### src/rtl/alu_issue_if.sv
// Handshake and operand bus between the instruction producer, alu_issue and the ALU.
// slave = alu_issue side, master = producer/ALU side.
interface alu_issue_if #(
  parameter int unsigned DATA_W = 32
);
  logic              instr_valid;
  logic              instr_ready;
  logic [31:0]       instr;
  logic [DATA_W-1:0] alu_result;
  logic              enable;
  logic [DATA_W-1:0] aluin1;
  logic [DATA_W-1:0] aluin2;
  logic [2:0]        aluoperation;
  logic [2:0]        aluopselect;

  modport slave (
    input  instr_valid, instr, alu_result,
    output instr_ready, enable, aluin1, aluin2, aluoperation, aluopselect
  );

  modport master (
    output instr_valid, instr, alu_result,
    input  instr_ready, enable, aluin1, aluin2, aluoperation, aluopselect
  );
endinterface

### src/rtl/alu_issue.sv
// Issue/operand stage ahead of the ALU: 8x32 regfile, immediate sign-extension, RAW stalls
// and writeback two cycles after issue. Define ALU_ISSUE_FWD_EN to bypass alu_result.
module alu_issue #(
  parameter int unsigned DATA_W = 32,
  parameter int unsigned IMM_W  = 16
) (
  input logic        CLOCK,
  input logic        RESET,
  alu_issue_if.slave bus
);

  localparam logic [2:0] SelArith   = 3'b001;
  localparam logic [2:0] SelMemRead = 3'b101;

  // Instruction fields
  logic [IMM_W-1:0] imm;
  logic [2:0]       rd, rs1, rs2, opselect, op;
  logic             imm_sel;

  assign imm      = bus.instr[16 +: IMM_W];
  assign rd       = bus.instr[15:13];
  assign rs1      = bus.instr[12:10];
  assign rs2      = bus.instr[9:7];
  assign opselect = bus.instr[6:4];
  assign imm_sel  = bus.instr[3];
  assign op       = bus.instr[2:0];

  logic [DATA_W-1:0] rf_q [8];

  logic              p1_valid_q, p1_valid_d, p1_wr_q, p1_wr_d;
  logic [2:0]        p1_rd_q, p1_rd_d;
  logic              p2_valid_q, p2_wr_q;
  logic [2:0]        p2_rd_q;

  logic              en_q, en_d;
  logic [DATA_W-1:0] in1_q, in1_d, in2_q, in2_d;
  logic [2:0]        op_q, op_d, sel_q, sel_d;

  logic              is_wr, use_rs1, use_rs2, accept, hazard, wb_en;
  logic              p1_hit1, p1_hit2, p2_hit1, p2_hit2;
  logic [DATA_W-1:0] rs1_val, rs2_val, imm_ext, opnd2;

  assign is_wr   = (opselect == SelArith) || (opselect == SelMemRead);
  assign use_rs1 = (rs1 != 3'd0);
  assign use_rs2 = !imm_sel && (rs2 != 3'd0);

  assign p1_hit1 = use_rs1 && p1_valid_q && p1_wr_q && (p1_rd_q == rs1);
  assign p1_hit2 = use_rs2 && p1_valid_q && p1_wr_q && (p1_rd_q == rs2);
  assign p2_hit1 = use_rs1 && p2_valid_q && p2_wr_q && (p2_rd_q == rs1);
  assign p2_hit2 = use_rs2 && p2_valid_q && p2_wr_q && (p2_rd_q == rs2);

`ifdef ALU_ISSUE_FWD_EN
  // P2's result is already on alu_result, so only the youngest producer stalls.
  assign hazard = p1_hit1 || p1_hit2;
`else
  assign hazard = p1_hit1 || p1_hit2 || p2_hit1 || p2_hit2;
`endif

  assign bus.instr_ready = !hazard;
  assign accept          = bus.instr_valid && !hazard;
  assign wb_en           = p2_valid_q && p2_wr_q && (p2_rd_q != 3'd0);
  assign imm_ext         = {{(DATA_W - IMM_W){imm[IMM_W-1]}}, imm};

  always_comb begin
    rs1_val = use_rs1 ? rf_q[rs1] : '0;
    rs2_val = use_rs2 ? rf_q[rs2] : '0;
`ifdef ALU_ISSUE_FWD_EN
    if (p2_hit1) rs1_val = bus.alu_result;
    if (p2_hit2) rs2_val = bus.alu_result;
`endif
    opnd2 = imm_sel ? imm_ext : rs2_val;
  end

  always_comb begin
    en_d       = 1'b0;
    in1_d      = in1_q;
    in2_d      = in2_q;
    op_d       = op_q;
    sel_d      = sel_q;
    p1_valid_d = 1'b0;
    p1_wr_d    = 1'b0;
    p1_rd_d    = 3'd0;
    if (accept) begin
      en_d       = is_wr;
      in1_d      = rs1_val;
      in2_d      = opnd2;
      op_d       = op;
      sel_d      = opselect;
      p1_valid_d = 1'b1;
      p1_wr_d    = is_wr;
      p1_rd_d    = rd;
    end
  end

  always_ff @(posedge CLOCK) begin
    if (RESET) begin
      en_q       <= 1'b0;
      in1_q      <= '0;
      in2_q      <= '0;
      op_q       <= 3'd0;
      sel_q      <= 3'd0;
      p1_valid_q <= 1'b0;
      p1_wr_q    <= 1'b0;
      p1_rd_q    <= 3'd0;
      p2_valid_q <= 1'b0;
      p2_wr_q    <= 1'b0;
      p2_rd_q    <= 3'd0;
      for (int i = 0; i < 8; i++) rf_q[i] <= '0;
    end else begin
      en_q       <= en_d;
      in1_q      <= in1_d;
      in2_q      <= in2_d;
      op_q       <= op_d;
      sel_q      <= sel_d;
      p1_valid_q <= p1_valid_d;
      p1_wr_q    <= p1_wr_d;
      p1_rd_q    <= p1_rd_d;
      p2_valid_q <= p1_valid_q;
      p2_wr_q    <= p1_wr_q;
      p2_rd_q    <= p1_rd_q;
      if (wb_en) rf_q[p2_rd_q] <= bus.alu_result;
    end
  end

  assign bus.enable       = en_q;
  assign bus.aluin1       = in1_q;
  assign bus.aluin2       = in2_q;
  assign bus.aluoperation = op_q;
  assign bus.aluopselect  = sel_q;

endmodule

### src/flat_wrapper.sv
// flat-port wrapper written by rule: the top's interface ports become plain ports
module alu_issue_flat 
#(
  parameter int unsigned DATA_W = 32,
  parameter int unsigned IMM_W  = 16
)
  (CLOCK, RESET, bus_instr_valid, bus_instr, bus_alu_result, bus_instr_ready, bus_enable, bus_aluin1, bus_aluin2, bus_aluoperation, bus_aluopselect);
  alu_issue_if #(.DATA_W(DATA_W)) bus_i ();
  input logic CLOCK;
  input logic RESET;
  input wire logic [$bits(bus_i.instr_valid)-1:0] bus_instr_valid;
  input wire logic [$bits(bus_i.instr)-1:0] bus_instr;
  input wire logic [$bits(bus_i.alu_result)-1:0] bus_alu_result;
  output wire logic [$bits(bus_i.instr_ready)-1:0] bus_instr_ready;
  output wire logic [$bits(bus_i.enable)-1:0] bus_enable;
  output wire logic [$bits(bus_i.aluin1)-1:0] bus_aluin1;
  output wire logic [$bits(bus_i.aluin2)-1:0] bus_aluin2;
  output wire logic [$bits(bus_i.aluoperation)-1:0] bus_aluoperation;
  output wire logic [$bits(bus_i.aluopselect)-1:0] bus_aluopselect;
  assign bus_i.instr_valid = bus_instr_valid;
  assign bus_i.instr = bus_instr;
  assign bus_i.alu_result = bus_alu_result;
  assign bus_instr_ready = bus_i.instr_ready;
  assign bus_enable = bus_i.enable;
  assign bus_aluin1 = bus_i.aluin1;
  assign bus_aluin2 = bus_i.aluin2;
  assign bus_aluoperation = bus_i.aluoperation;
  assign bus_aluopselect = bus_i.aluopselect;
  alu_issue #(.DATA_W(DATA_W), .IMM_W(IMM_W)) u_core (.CLOCK(CLOCK), .RESET(RESET), .bus(bus_i));
endmodule
### config.mk
export PLATFORM = sky130hd
export DESIGN_NAME = alu_issue_flat
export DESIGN_NICKNAME = d
export VERILOG_FILES = /design/src/rtl/alu_issue_if.sv /design/src/rtl/alu_issue.sv /design/src/flat_wrapper.sv
export SDC_FILE = /design/constraint.sdc
export NUM_CORES = 1
export LEC_CHECK = 0
export CELL_PAD_IN_SITES_DETAIL_PLACEMENT = 1
export CELL_PAD_IN_SITES_GLOBAL_PLACEMENT = 1
export CORE_MARGIN = 3
export CORE_UTILIZATION = 51
export CTS_CLUSTER_DIAMETER = 200
export DETAILED_ROUTE_END_ITERATION = 10
export GPL_ROUTABILITY_DRIVEN = 0
export PLACE_DENSITY = 0.85
export SETUP_SLACK_MARGIN = 0.15
export SLEW_MARGIN = 0
export SYNTH_ARGS = -nofsm -noshare
export SYNTH_HDL_FRONTEND = slang
export SYNTH_SLANG_ARGS = --single-unit
export TNS_END_PERCENT = 100
### constraint.sdc
create_clock -name CLOCK -period 8.6 [get_ports CLOCK]
set_input_delay 0.86 -clock CLOCK [delete_from_list [all_inputs] [get_ports CLOCK]]
set_output_delay 0.86 -clock CLOCK [all_outputs]
set_load 0.005 [all_outputs]
==> results_dict.tcl <==
set metrics [dict create \
    relSlewSlack_pct 25.8 \
    synthSimpleGateAreaFrac_pct 16.1 \
    clockPowerShare_pct 40.3 \
    drt_iter0_markers 1270 \
    wl_per_cell_um 28.3 \
    antenna_cells 0 \
    end_kind "output port" \
    routed_via_density 6.52 \
    wl_mm 48.6 \
    power_uw 3490 \
    track_usage_pct 29.3 \
    finalCriticalPeriod_ns 4.74 \
    post_cts_buffers 0 \
    synth_top_cell_area_share_pct 43.3 \
    synth.area.mux_share_pct 16.5 \
    clk_path_buf_depth 3 \
    status "complete, no violations" \
    synth_nets 1289 \
    syn_inst 1222 \
    seq_power_share_pct 48.1 \
    syn_area_um2 15600 \
    synth_area_leaders "edfxtp_1, dfxtp_1, and2_1" \
    post_cts_resized 0 \
    swShare_pct 24.2 \
    drive_gt1_share_pct 20.3 \
    syn_area_per_cell_um2 12.7 \
    clkTransAtPathRegs_ns 0.06 \
    hold_class "register to register" \
    ios 139 \
    pre_cts_ws_ns 3.75 \
    synth_xor_area_share_pct 0.451 \
    power_density_nw_per_um2 192 \
    clock_latency_ns 0.52 \
    synth_cell_types 51 \
    arrival_ns 3.88 \
    grt_max_degree 74 \
    crit_required_ns 7.74 \
    pwr-share-comb_pct 11.6 \
    fin_nets 1371 \
    finalCritPeriodShare_pct 55.1 \
    start_util_pct 52.1 \
    drtAntennaViolNets 0 \
    synth.yosys.seq_area_share_pct 53.6 \
    cts_buffers 35 \
    overflow 0 \
    final_area_um2 18200 \
    portBuffers 138 \
    ys_warn_count 0 \
    wl_met3_mm 4.15 \
    met1Wirelength_mm 19.7 \
    dr.pass1.iters 6 \
    finalSetupViolCount 0 \
    dpl.hpwl_mm 28.1 \
    post-place-cells 1657 \
    p_switching_uw 843 \
    worst_pin_slew_ns 1.11 \
    root_buffer "clkbuf_16" \
    drc 0 \
    clock.fmax_ghz 0.211 \
    cts_hold_buf 0 \
    cap_violations 0 \
    grt_pass1_vias 11924 \
    die_y_um 181 \
    yosysTopAreaCell "edfxtp_1" \
    hold_viol_final 0 \
    slew_violations 0 \
    synth_top_family_by_area "multiplexers" \
    wl_met2_mm 23.5 \
    syn2layout_area_growth_pct 16.9 \
    num_vias 11206 \
    async_flop_share_pct 0 \
    path_class "primary input to output port" \
    power.internal_uw 2650 \
    cts_tree "yes" \
    ys.flop_type "edfxtp_1" \
    stdcell_count 1719 \
    antenna_found_initial 2 \
    h-tree-depth 2 \
    worst_slack_ns 3.86 \
    synthAdderAreaFrac_pct 0 \
    skew_ns 0.0115 \
    highest_layer "met5" \
    synth-seq-cells 304 \
    dieArea_um2 32600 \
    cp-start-kind "primary input" \
    tns_ns 0 \
    grt_pass1_wl_mm 73.7 \
    peakVddDrop_mv 0.104 \
    cts_sinks 304 \
    rsz0062_at_grt "no" \
    place_area_um2 17100 \
    crit_path_max_fanout 35 \
    p_leak_uw 0.00680 \
    core_area_um2 29900 \
    synth-compound-area-share_pct 9.54 \
    synth-edff-count 224 \
    rows 63 \
    die_x_um 181 \
]
[flip-flops by register name, indices dropped and copies added (netlist names)]
register and flops:
u_core.bus.aluoperation 3, u_core.p2_valid_q 1, u_core.p1_valid_q 1, u_core.rf_q 224, u_core.p1_wr_q 1, u_core.bus.aluin1 32
u_core.bus.aluopselect 3, u_core.p2_wr_q 1, u_core.bus.aluin2 32, u_core.p1_rd_q 3, u_core.p2_rd_q 3
[critical path, stage by stage]
cell	delay (ns)
clkdlybuf4s50_1	0.40
buf_4	0.30
inv_2	0.77
o21ai_0	0.39
a32o_1	0.36
nor3_1	0.22
clkdlybuf4s50_1	0.55
[power by group through the flow]
| stage | sequential, uW | clock, uW | combinational (uW) |
|---|---|---|---|
| after floorplan | 1690 | 0 | 232 |
| after global placement | 1700 | 0 | 387 |
| after detailed placement | 1700 | 0 | 398 |
| after CTS | 1680 | 1420 | 402 |
| after global routing | 1680 | 1480 | 428 |
| final | 1680 | 1410 | 406 |
[cell families (layout without fill, tap and decap cells)]
group,count (synthesis),in the layout
flip-flops,304,304
buffers and inverters,130,237
AND/OR/NAND/NOR,440,440
multiplexers,168,168
AO/OA/AOI/OAI,172,172
XOR/XNOR,8,8
[Yosys cell counts (17+ instances only)]
cell and instances:
a221oi_1 60, edfxtp_1 224, nor3_1 48, nor2b_1 57, inv_1 17, mux2_2 76, and2_1 224, nand2_1 35
mux2_4 32, dfxtp_1 80, clkbuf_1 73, buf_2 24, mux4_2 50, nor2_1 54
[final timing paths]
check | from | end | slack (ns) | cells past startpoint
setup / recovery | bus_instr[11] | bus_instr_ready | 3.86 | 7
hold / removal | u_core.bus.aluoperation[1] | u_core.bus.aluoperation[1] | 0.46 | 2
setup reg to reg | u_core.p2_rd_q[1] | u_core.rf_q[2][2] | 4.79 | 4
hold reg to reg | u_core.bus.aluoperation[1] | u_core.bus.aluoperation[1] | 0.46 | 2
[per-stage QoR]
step,hold WS [ns],utilization [%]
floorplan,0.438,-
global placement,0.442,57.2
detailed placement,0.458,57.2
CTS,0.467,60.8
global route,0.497,60.8
finish,0.462,60.8
[placed cells by master (no fill, tap or decap), drive strengths merged, types with 2 or more instances in the layout]
cell type        n
nand4            4
and2           224
o22ai           14
xor2             4
a41o            16
o21ai            8
nand2           35
inv             18
buf             26
xnor2            4
nor4             5
nand2b           2
clkbuf          51
mux2i           10
nor2b           57
clkinv           9
o21bai           3
o211a           16
clkinvlp         2
nor2            54
mux4            50
a221o            2
clkdlybuf4s50  131
a31oi           14
dfxtp           80
mux2           108
a221oi          60
o221a           15
o31ai           15
nor3            48
or2              5
edfxtp         224
and3             3
[routing by layer]
metal	GRT usage [%]	vias to the layer above
li1	-	4759
met5	0	-
met1	39.7	5737
met2	48.4	597
met3	5.29	109
met4	8.78	4
[area by class of cell]
type	instances	area, um2
Multi-Input combinational cell	788	6730
Fill cell	2907	11700
Clock inverter	11	55.1
Timing Repair Buffer	157	1490
Tap cell	390	488
Inverter	18	67.6
Sequential cell	304	8330
Clock buffer	51	1020
No activity file was read; power rests on OpenSTA's default activity.
